### src/rtl/im_loader_pkg.sv
// Shared types and widths for the boot-time instruction-memory loader.
// Imported by the word packer and the loader top.
package im_loader_pkg;

    localparam int INSTR_W = 32;
    localparam int BYTE_W  = 8;

    typedef enum logic [2:0] {
        ST_IDLE  = 3'd0,
        ST_RECV  = 3'd1,
        ST_WRITE = 3'd2,
        ST_DONE  = 3'd3,
        ST_ERR   = 3'd4
    } state_t;

endpackage

### src/rtl/im_word_packer.sv
// Assembles four stream bytes into one big-endian instruction word.
// The fourth byte is passed straight through so the word is ready on its handshake.
module im_word_packer
    import im_loader_pkg::*;
(
    input  logic               clk,
    input  logic               rst,
    input  logic               i_clear,
    input  logic               i_accept,
    input  logic [BYTE_W-1:0]  i_data,
    output logic               o_word_ready,
    output logic [INSTR_W-1:0] o_word
);

    logic [1:0]                r_cnt;
    logic [INSTR_W-BYTE_W-1:0] r_shift;
    logic [4:0]                w_lsb;

    // Byte k lands at bits [31-8k -: 8]; only the upper three are stored.
    assign w_lsb        = 5'd16 - {r_cnt, 3'b000};
    assign o_word_ready = i_accept && (r_cnt == 2'd3);
    assign o_word       = {r_shift, i_data};

    always_ff @(posedge clk or negedge rst) begin
        if (!rst) begin
            r_cnt   <= '0;
            r_shift <= '0;
        end else if (i_clear) begin
            r_cnt <= '0;
        end else if (i_accept && (r_cnt != 2'd3)) begin
            r_shift[w_lsb +: BYTE_W] <= i_data;
            r_cnt                    <= r_cnt + 2'd1;
        end
    end

endmodule

### src/rtl/im_loader.sv
// Boot loader: streams bytes into instruction memory and holds the core
// in reset until a complete image has been written.
module im_loader
    import im_loader_pkg::*;
#(
    parameter int ADDR_W    = 10,
    parameter int MAX_WORDS = 1024
) (
    input  logic               clk,
    input  logic               rst,
    input  logic               start,
    input  logic               s_valid,
    input  logic [BYTE_W-1:0]  s_data,
    input  logic               s_last,
    output logic               s_ready,
    output logic               im_we,
    output logic [ADDR_W-1:0]  im_addr,
    output logic [INSTR_W-1:0] im_wdata,
    output logic               cpu_rst,
    output logic               busy,
    output logic               done,
    output logic               err,
    output logic [ADDR_W:0]    word_count
);

    localparam logic [ADDR_W:0] MAX_CNT = (ADDR_W + 1)'(MAX_WORDS);

    state_t               r_state;
    logic                 r_last;
    logic                 w_hs;
    logic                 w_restart;
    logic                 w_clear;
    logic                 w_word_ready;
    logic [INSTR_W-1:0]   w_word;

    assign s_ready   = (r_state == ST_RECV);
    assign w_hs      = s_valid && s_ready;
    assign w_restart = start && ((r_state == ST_IDLE) ||
                                 (r_state == ST_DONE) ||
                                 (r_state == ST_ERR));
    assign w_clear   = w_restart || (r_state == ST_WRITE);

    im_word_packer u_packer (
        .clk          (clk),
        .rst          (rst),
        .i_clear      (w_clear),
        .i_accept     (w_hs),
        .i_data       (s_data),
        .o_word_ready (w_word_ready),
        .o_word       (w_word)
    );

    always_ff @(posedge clk or negedge rst) begin
        if (!rst) begin
            r_state    <= ST_IDLE;
            r_last     <= 1'b0;
            im_we      <= 1'b0;
            im_addr    <= '0;
            im_wdata   <= '0;
            cpu_rst    <= 1'b1;
            busy       <= 1'b0;
            done       <= 1'b0;
            err        <= 1'b0;
            word_count <= '0;
        end else begin
            im_we   <= 1'b0;
            cpu_rst <= (r_state != ST_DONE);
            unique case (r_state)
                ST_IDLE, ST_DONE, ST_ERR: begin
                    if (start) begin
                        r_state    <= ST_RECV;
                        busy       <= 1'b1;
                        done       <= 1'b0;
                        err        <= 1'b0;
                        word_count <= '0;
                    end
                end
                ST_RECV: begin
                    if (w_hs && w_word_ready) begin
                        if (word_count == MAX_CNT) begin
                            r_state <= ST_ERR;
                            err     <= 1'b1;
                            busy    <= 1'b0;
                        end else begin
                            r_state  <= ST_WRITE;
                            im_we    <= 1'b1;
                            im_addr  <= word_count[ADDR_W-1:0];
                            im_wdata <= w_word;
                            r_last   <= s_last;
                        end
                    end else if (w_hs && s_last) begin
                        // Image ended mid-word.
                        r_state <= ST_ERR;
                        err     <= 1'b1;
                        busy    <= 1'b0;
                    end
                end
                ST_WRITE: begin
                    word_count <= word_count + 1'b1;
                    if (r_last) begin
                        r_state <= ST_DONE;
                        done    <= 1'b1;
                        busy    <= 1'b0;
                    end else begin
                        r_state <= ST_RECV;
                    end
                end
                default: begin
                    r_state <= ST_IDLE;
                    busy    <= 1'b0;
                end
            endcase
        end
    end

endmodule
### config.mk
export PLATFORM = sky130hd
export DESIGN_NAME = im_loader
export DESIGN_NICKNAME = d
export VERILOG_FILES = /design/src/rtl/im_loader_pkg.sv /design/src/rtl/im_word_packer.sv /design/src/rtl/im_loader.sv
export SDC_FILE = /design/constraint.sdc
export NUM_CORES = 1
export LEC_CHECK = 0
export CAP_MARGIN = 5
export CORE_MARGIN = 3
export CORE_UTILIZATION = 52
export DETAILED_ROUTE_END_ITERATION = 8
export PLACE_DENSITY = 0.8
export SLEW_MARGIN = 30
export SYNTH_ARGS = -nofsm -noshare
export SYNTH_HDL_FRONTEND = slang
export SYNTH_SLANG_ARGS = --single-unit
### constraint.sdc
create_clock -name clk -period 1.92 [get_ports clk]
set_input_delay 0.384 -clock clk [delete_from_list [all_inputs] [get_ports clk]]
set_output_delay 0.384 -clock clk [all_outputs]
set_load 0.01 [all_outputs]
# == Word-level counts from Yosys, hierarchy flattened ==
# Cells that the tools add are included.
# Widths: inputs -> output; s select.
# classes
addsub,4
n_mul,0
div_mod_pow,0
n_lt_le_gt_ge,0
n_eq_ne,12
n_shift,2
muxes,27
n_bitwise,2
n_reduce_logical,21
# ops
op,count
$bwmux 24,1
$shift 8x7->24 const A,1
$shiftx 8x7->24,1
$pmux 11 s2,1
$mux 1,13
$mux 3,4
$add 11x1->11 const B,1
$eq 11x11->1 const B,1
$mux 11,1
$pmux 3 s3,1
$reduce_and 4->1,2
$neg 5->7,1
$eq 3x2->1 const B,2
$logic_and 1x1->1,6
$mux 2,3
$ne 2x2->1 const B,3
$ne 3x2->1 const B,2
$reduce_and 2->1,3
$reduce_and 3->1,2
$reduce_bool 2->1,3
$sub 5x5->5 const A,1
$pmux 1 s2,2
$eq 3x1->1 const B,1
$eq 3x3->1 const B,1
other kinds (8),11
# totals
reg_bits,88
latch_bits,0
mem_bits_rw,0
mem_bits_ro,0
input_bits,13
out_inout_bits,59
wordCells,80
memories,0

# == Longest topological paths before layout ==
# Gate-level depths: netlist of run 1.
# logic_depth
depth_word,7
ltp_mapped,9
depth_no_buf,8

# == By module ==
# From an unflattened synthesis of run 1, not the netlist that was laid out.
# hier_totals
cells_unflattened,316
hier_area_um2,3878.7
# by_module_without_submodules
module,instances,cells_each,area_each_um2,seq_area_each_um2
im_loader,1,201,2685.1,1552.7
im_word_packer,1,115,1193.6,650.6

# == Worst setup path before layout of run 1 ==
# No wires, ideal clock.
# synth_timing
path_type,register to register
startpoint,reg r_state[1]
endpoint,reg im_wdata[10]
setup_ns,0.127
t_arrival_ns,1.704
required_time_ns,1.793
setup_slack_ns,0.089
stages_incl_launch_ff,8
n_path_buf,2
synth_period_minus_slack_ns,1.831
path_cell_list,dfrtp_1 nor3b_4 and2_1 buf_4 nand3_4 inv_4 buf_6 mux2_1
# synth_via
elab_chain_len,5
# synth_rtl
item,line_no,text
"start, declared",im_loader.sv:28,state_t r_state;
"start signal, assigned",im_loader.sv:55,r_state <= ST_IDLE;
"start signal, assigned",im_loader.sv:71,r_state <= ST_RECV;
"start signal, assigned",im_loader.sv:81,r_state <= ST_ERR;
$eq 3x1->1 (*),im_loader.sv:36,assign s_ready = (r_state == ST_RECV);
net s_ready,im_loader.sv:15,"output logic s_ready,"
$logic_and 1x1->1,im_loader.sv:37,assign w_hs = s_valid && s_ready;
$logic_and 1x1->1,im_word_packer.sv:21,assign o_word_ready = i_accept && (r_cnt == 2'd3);
$logic_and 1x1->1,im_loader.sv:79,if (w_hs && w_word_ready) begin
$reduce_and 3->1 (no source line) (*),n/a,
"end signal, assigned",im_loader.sv:88,im_wdata <= w_word;
"end, declared",im_loader.sv:18,"output logic [INSTR_W-1:0] im_wdata,"
# The timed path passes the listed nets; every way through them passes the cells marked *.
# A chain may end at the register's enable or synchronous reset.

# == Worst setup path after layout of run 1 ==
# layout_timing
startpoint,reg word_count[6]
endpoint,out word_count[6]
# layout_lines
item,line_no,text
"start, declared",im_loader.sv:23,output logic [ADDR_W:0] word_count
"start signal, assigned",im_loader.sv:99,word_count <= word_count + 1'b1;
# No word-level cell between the ends.

==> results of run 1 <==
==> registers in the layout (all words and copies together) (netlist names), 2 cells and up <==
register,count
im_wdata,32
u_packer.r_cnt,2
r_state,3
word_count,11
u_packer.r_shift,24
im_addr,10
==> area by class of cell <==
cell class / instances / area, um2
clock buffer: 9 / 124
inverter: 8 / 32.5
multi-input combinational: 210 / 1450
fill: 506 / 1980
timing repair buffer: 96 / 913
clock inverter: 7 / 85.1
sequential: 88 / 2200
tap: 96 / 120
==> per-stage QoR <==
step / cell area, um2 / hold slack (ns) / setup TNS, ns
2_1_floorplan: 3760 / 0.0884 / 0
3_3_place_gp: 4700 / 0.319 / -0.0229
3_5_place_dp: 4700 / 0.326 / -0.824
4_1_cts: 4920 / 0.483 / 0
5_1_grt: 4920 / 0.518 / 0
6_report: 4920 / 0.485 / 0
==> power breakdown <==
| part | switching (uW) | internal (uW) | leakage, uW |
|---|---|---|---|
| Clock | 710 | 628 | 0.000100 |
| Combinational | 733 | 867 | 0.00103 |
| Sequential | 236 | 2210 | 0.00120 |
| Total | 1680 | 3710 | 0.00233 |
==> layer usage <==
layer  vias up  track usage  wire length [um]
met5         -            0                 0
met4         0       0.0804               169
met3        14       0.0398               346
met2        72        0.345              3880
met1      1303        0.257              3450
li1       1288            -                 -
==> critical path, delay by kind of cell (launching register included) <==
| family | cells | cell delay [ns] |
|---|---|---|
| buf+inv | 2 | 0.70 |
| flops | 1 | 0.37 |
==> worst min path at each step <==
stage | start | end | slack (ns) | cells past startpoint
final | u_packer.r_shift[14] | u_packer.r_shift[14] | 0.48 | 2
after CTS | rst | im_wdata[5] | 0.48 | 2
after global routing | u_packer.r_shift[8] | im_wdata[16] | 0.52 | 1
after floorplan | rst | busy | 0.09 | 0
after detailed placement | rst | im_wdata[5] | 0.33 | 1
after global placement | rst | im_wdata[4] | 0.32 | 1
==> logic make-up (layout without fill, tap and decap cells) <==
group                      count (synthesis)  count (layout)  synth area share
AOI/OAI and AO/OA                         51              51            0.0742
buffers and inverters                     20             120            0.0309
and+or+nand+nor                          106             106             0.134
muxes                                     44              44             0.147
DFF                                       88              88             0.586
adders and majority gates                  7               7            0.0233
xor gates and xnor gates                   2               2           0.00466
==> repair_timing <==
| item | CTS | global route |
|---|---|---|
| endpoints found under the setup margin | 1 | 2 |
| gates resized for setup | 2 | 3 |
| setup buffers | 0 | 0 |
| hold buffers | 1 | 0 |
| endpoints found under the hold margin | 26 | 0 |
==> placed cells by master, fill, tap and decap left out, types with 2 or more instances in the layout <==
| cell | Yosys | layout |
|---|---|---|
| dfrtp_1 | 87 | 86 |
| clkdlybuf4s50_1 | 0 | 69 |
| nand2_1 | 63 | 63 |
| o21ai_0 | 39 | 39 |
| buf_4 | 2 | 23 |
| mux2_1 | 16 | 16 |
| mux2_4 | 16 | 16 |
| nand3_1 | 13 | 13 |
| mux2_2 | 10 | 10 |
| clkbuf_8 | 0 | 9 |
| inv_1 | 7 | 7 |
| nor2_1 | 7 | 7 |
| ha_1 | 7 | 7 |
| and2_1 | 2 | 3 |
| and3_1 | 3 | 3 |
| nand4_1 | 3 | 3 |
| o211ai_1 | 3 | 3 |
| o31ai_1 | 3 | 3 |
| nor4b_1 | 2 | 2 |
| nand3b_1 | 2 | 2 |
| or2_2 | 3 | 2 |
| a21oi_1 | 2 | 2 |
| nor3_1 | 2 | 2 |
| mux2i_1 | 2 | 2 |
| a31oi_1 | 2 | 2 |
| inv_6 | 0 | 2 |
| inv_8 | 0 | 2 |
| clkinvlp_4 | 0 | 2 |
==> summary.txt, run 1 <==
Critical path
  • Critical Path Sink Type: output pin
  • Crit Path Max Fanout: 8
  • CP peak stage delay: around 0.54 ns
  • Crit-path cells: buf_4 -> clkdlybuf4s50_1
  • CP max stage cell: clkdlybuf4s50_1
  • R2r startpoint: r_state[1]
  • Critical Path RT: between 1.5 and 2 ns
  • R2R setup slack: about 0.11 ns
  • Worst R2R End: im_wdata[26]
  • Worst Setup SP: word_count[6]
  • CP endpoint: word_count[6]
  • FF-to-FF path depth: 5
  • CP Launch Type: flop
  • Worst path arrival time: about 1.4 ns
  • CP Class: reg2out

Synth
  • Syn Inst Count: ~320
  • Synth area leaders: dfrtp_1 58%, mux2_4 6.4%, nand2_1 6.3%, o21ai_0 5.2%, mux2_1 4.8%
  • Syn Area/Cell: approximately 12 um2
  • Synth unique cells: 39
  • Flops & latches, synth: 88
  • Commonest cells post-synth: 87 x dfrtp_1, 63 x nand2_1, 39 x o21ai_0, 16 x mux2_1, 16 x mux2_4
  • Prevailing post-synth register cell: dfrtp_1
  • Cell area after synthesis: roughly 0.0038 mm2
  • Syn_nets: about 340
  • Yosys Warn Count: 0
  • Number of flops mapped to enable cells by yosys: 0
  • Sequential share of the synthesized area: 0.586
  • Area share of the largest cell type after synthesis: 0.579
  • Post-synth top area cell: dfrtp_1
  • Most common cell in the netlist: dfrtp_1
  • Asr flop ratio synth: 1.00

Global route
  • Initial antenna violation count: 0
  • First-pass GRT wire length: between 10000 and 15000 um
  • Largest net degree at the start of global routing: a little over 60
  • GRT Residual Overflow: 0
  • Gr usage total: 0.204
  • Vias in the first global route: between 2000 and 3000

Clock tree
  • Skew-Pair Late Insertion Delay: roughly 0.36 ns
  • CTS max path bufs: 2
  • CTS tree: yes
  • Htree depth: 3
  • Root buf cell: clkbuf_8
  • CTS Sinks: between 80 and 90
  • TritonCTS Buffers: 9
  • Clock transition at the registers of the reported paths: roughly 0.090 ns

Routing
  • Vias/cell: between 5 and 6
  • Iter 0 DRT Violations: 112
  • Vias post-DR: roughly 2700
  • Drt pass-1 iters: 4
  • Post-route ant nets: 0
  • Routed wire length: slightly below 8000 um
  • Wire per inst: 15.3 um
  • DRC viols: 0

Timing
  • Period minus WS final: 1.82 ns
  • PnR worst setup slack: 0.105 ns
  • Setup violators final: 0
  • Slew margin rel.: 0.758
  • Worst-margin pin slew: 0.363 ns
  • Final Slew Violations: 0
  • Skew final: roughly 0.017 ns
  • Fmax: 551 MHz
  • Fin crit share: 0.945
  • Final hold viol count: 0
  • Unrepaired setup endpoints after global routing: no

Cells and area
  • Nets: between 400 and 500
  • Share of layout cells above drive strength 1: 0.179
  • Final core utilization: 0.713
  • # diodes: 0
  • Final Non-Filler Cells: between 500 and 600
  • Layout area overhead: 30.9%

Floorplanning
  • Num rows: 30
  • Die Y: just over 90 um
  • Core outline area: just under 0.007 mm2
  • Initial Util: 0.545
  • Die area: around 0.0083 mm2
  • Ports: between 70 and 80
  • Die X: 91.1 um

Run
  • Max cap viols: 0

Place
  • DP Cell Count: roughly 500
  • Port Buf Inserts: 71
  • RD Place Congestion: 0.821
  • Detailed Place HPWL: about 5600 um
  • Pre-CTS WS: -0.0544 ns

Power and ir drop
  • Pwr dens: 1090 mW/mm2
  • Total power: ~5400 uW
  • VDD IR max: approximately 0.60 mV
  • Pleak: 0.00233 uW

Hold path
  • Min-Delay Path Class: reg2reg

Run status
  • Status: finished, final reports clean
(Power assumes the default switching activity.)
==> run 2: changes to the inputs <==
Settings changed: SKIP_LAST_GASP set to 1, TNS_END_PERCENT set to 10.
==> run 2 against run 1 <==
Cell area is essentially flat; sequential power is essentially flat; maximum frequency shrank 0.37%; largest cell class unchanged; via count grew 0.22%; first-iteration DRC count grew 1.8%; critical endpoint is now im_wdata[31].
==> summary.txt, run 2 (synthesis gave the netlist of run 1 again) <==
Clock tree
  • CTS max path bufs: 2 (unchanged)
  • Root buf cell: clkbuf_8
  • Skew-Pair Late Insertion Delay: 0.36 ns (about the same)
  • Clock transition at the registers of the reported paths: 0.09 ns (about the same)
  • CTS tree: yes
  • CTS Sinks: 88 (unchanged)
  • Htree depth: 3 (unchanged)
  • TritonCTS Buffers: 9 (unchanged)
  • # Post-CTS Setup Buffers: 0 (unchanged)

Global route
  • Initial antenna violation count: 0 (unchanged)
  • GRT Residual Overflow: 0 (unchanged)
  • First-pass GRT wire length: 13600 um (unchanged)
  • Largest net degree at the start of global routing: 62 (unchanged)
  • Vias in the first global route: 2832 (unchanged)
  • Gr usage total: 0.204 (unchanged)

Place
  • Pre-CTS WS: -0.0544 ns (unchanged)
  • Port Buf Inserts: 71 (unchanged)
  • RD Place Congestion: 0.821 (unchanged)
  • Detailed Place HPWL: 5580 um (unchanged)
  • DP Cell Count: 497 (unchanged)

Cells and area
  • Layout area overhead: 30.8% (about the same)
  • Final core utilization: 0.713 (about the same)
  • Reg with most FFs: im_wdata
  • Nets: 433 (unchanged)
  • Max reg flops: 32 (unchanged)
  • Most frequent cells in the layout: 86 x dfrtp_1, 69 x clkdlybuf4s50_1, 63 x nand2_1, 39 x o21ai_0, 24 x buf_4
  • Final Non-Filler Cells: 514 (unchanged)
  • Most common cell after layout, fill and taps aside: dfrtp_1
  • Largest registers: im_wdata (32), u_packer.r_shift (24), word_count (11)
  • # diodes: 0 (unchanged)
  • Share of layout cells above drive strength 1: 0.179 (unchanged)

Floorplanning
  • Initial Util: 0.545 (unchanged)
  • Die X: 91.1 um (unchanged)
  • Num rows: 30 (unchanged)
  • Core outline area: 0.00691 mm2 (unchanged)
  • Ports: 72 (unchanged)
  • Die Y: 91.1 um (unchanged)
  • Die area: 0.00829 mm2 (unchanged)

Routing
  • Iter 0 DRT Violations: 114 (+1.8%)
  • Drt pass-1 iters: 4 (unchanged)
  • Post-route ant nets: 0 (unchanged)
  • Vias post-DR: 2683 (+0.22%)
  • Wire per inst: 15.2 um (-0.13%)
  • DRC viols: 0 (unchanged)
  • Vias/cell: 5.22 (+0.22%)
  • Routed wire length: 7830 um (-0.13%)

Run
  • Max cap viols: 0 (unchanged)

Critical path
  • CP peak stage delay: 0.39 ns (-0.15 ns)
  • CP Class: reg2reg
  • Crit Path Max Fanout: 10 (+2)
  • Worst path arrival time: 2.06 ns (+0.63 ns)
  • CP max stage cell: dfrtp_1
  • Crit-path cells: inv_1 -> ha_1 -> nor4b_1 -> nand3_1 -> nand3_4 -> buf_4 -> mux2_2
  • Critical Path Sink Type: flop
  • CP top delay family: simple AND/OR/NAND/NOR gates
  • Worst path bufs/invs: 2 (unchanged)
  • CP Launch Type: flop
  • Critical Path RT: 2.16 ns (+0.62 ns)

Timing
  • Slew margin rel.: 0.758 (unchanged)
  • Final hold viol count: 0 (unchanged)
  • Fmax: 549 MHz (-0.37%)
  • Setup_tns: 0 ns (unchanged)
  • Fin crit share: 0.949 (+0.00355)
  • Period minus WS final: 1.82 ns (+0.00681 ns)
  • Final Slew Violations: 0 (unchanged)
  • Setup violators final: 0 (unchanged)
  • Worst-margin pin slew: 0.363 ns (unchanged)
  • Unrepaired setup endpoints after global routing: yes
  • Skew final: 0.0173 ns (+0.000189 ns)
  • PnR worst setup slack: 0.0979 ns (-0.00681 ns)

Power and ir drop
  • Pwr dens: 1090 mW/mm2 (about the same)
  • Total power: 5390 uW (about the same)
  • Pleak: 0.00233 uW (about the same)
  • VDD IR max: 0.603 mV (about the same)

Run status
  • Status: finished, final reports clean

Hold path
  • Min-Delay Path Class: reg2reg
run 2: cell counts in the layout (fill, tap and decap cells not counted):
No cell type changed its count.
run 2: stage by stage:
| step | instance area (um2) | hold slack, ns |
|---|---|---|
| 3_3_place_gp | 4700 | 0.319 |
| 4_1_cts | 4920 | 0.483 |
| 3_5_place_dp | 4700 | 0.326 |
| 6_report | 4920 | 0.485 |
| 5_1_grt | 4920 | 0.518 |
| 2_1_floorplan | 3760 | 0.0884 |
run 2: worst paths after layout:
kind                                      start                   end  slack, ns  cells after the start
max                               word_count[1]          im_wdata[31]        0.1                      7
min                        u_packer.r_shift[14]  u_packer.r_shift[14]       0.48                      2
max reg2reg                       word_count[1]          im_wdata[31]        0.1                      7
min reg2reg                u_packer.r_shift[14]  u_packer.r_shift[14]       0.48                      2
max in group asynchronous                   rst     u_packer.r_cnt[0]       0.81                      3
min in group asynchronous                   rst           im_wdata[5]       0.49                      2
run 2: layout make-up:
| cell class | instances | area [um2] |
|---|---|---|
| inverters | 8 | 32.5 |
| clock buffers | 9 | 124 |
| repair buffers | 96 | 910 |
| well taps | 96 | 120 |
| flip-flops and latches | 88 | 2200 |
| clock inverters | 7 | 85.1 |
| fillers | 506 | 1990 |
| multi-input cells | 210 | 1450 |
run 2: layer usage:
metal / global-route usage / vias to the layer above / wire length (um)
li1: - / 1288 / -
met3: 0.0398 / 14 / 347
met4: 0.0804 / 0 / 169
met2: 0.345 / 74 / 3890
met1: 0.257 / 1307 / 3430
met5: 0 / - / 0
run 2: report_power, final:
part	total [uW]	switching, uW	internal, uW
registers	2450	236	2210
clock network	1340	710	628
logic	1600	733	867
run 2: worst min-delay path: stages (launching register included):
cell and delay (ns):
dfrtp_1 0.35, nand2_1 0.04, o21ai_0 0.06
run 2: repair_timing:
item,CTS,global route
endpoints found under the setup margin,1,2
resized for setup,2,2
hold buffers,1,0
hold endpoints to repair,26,0
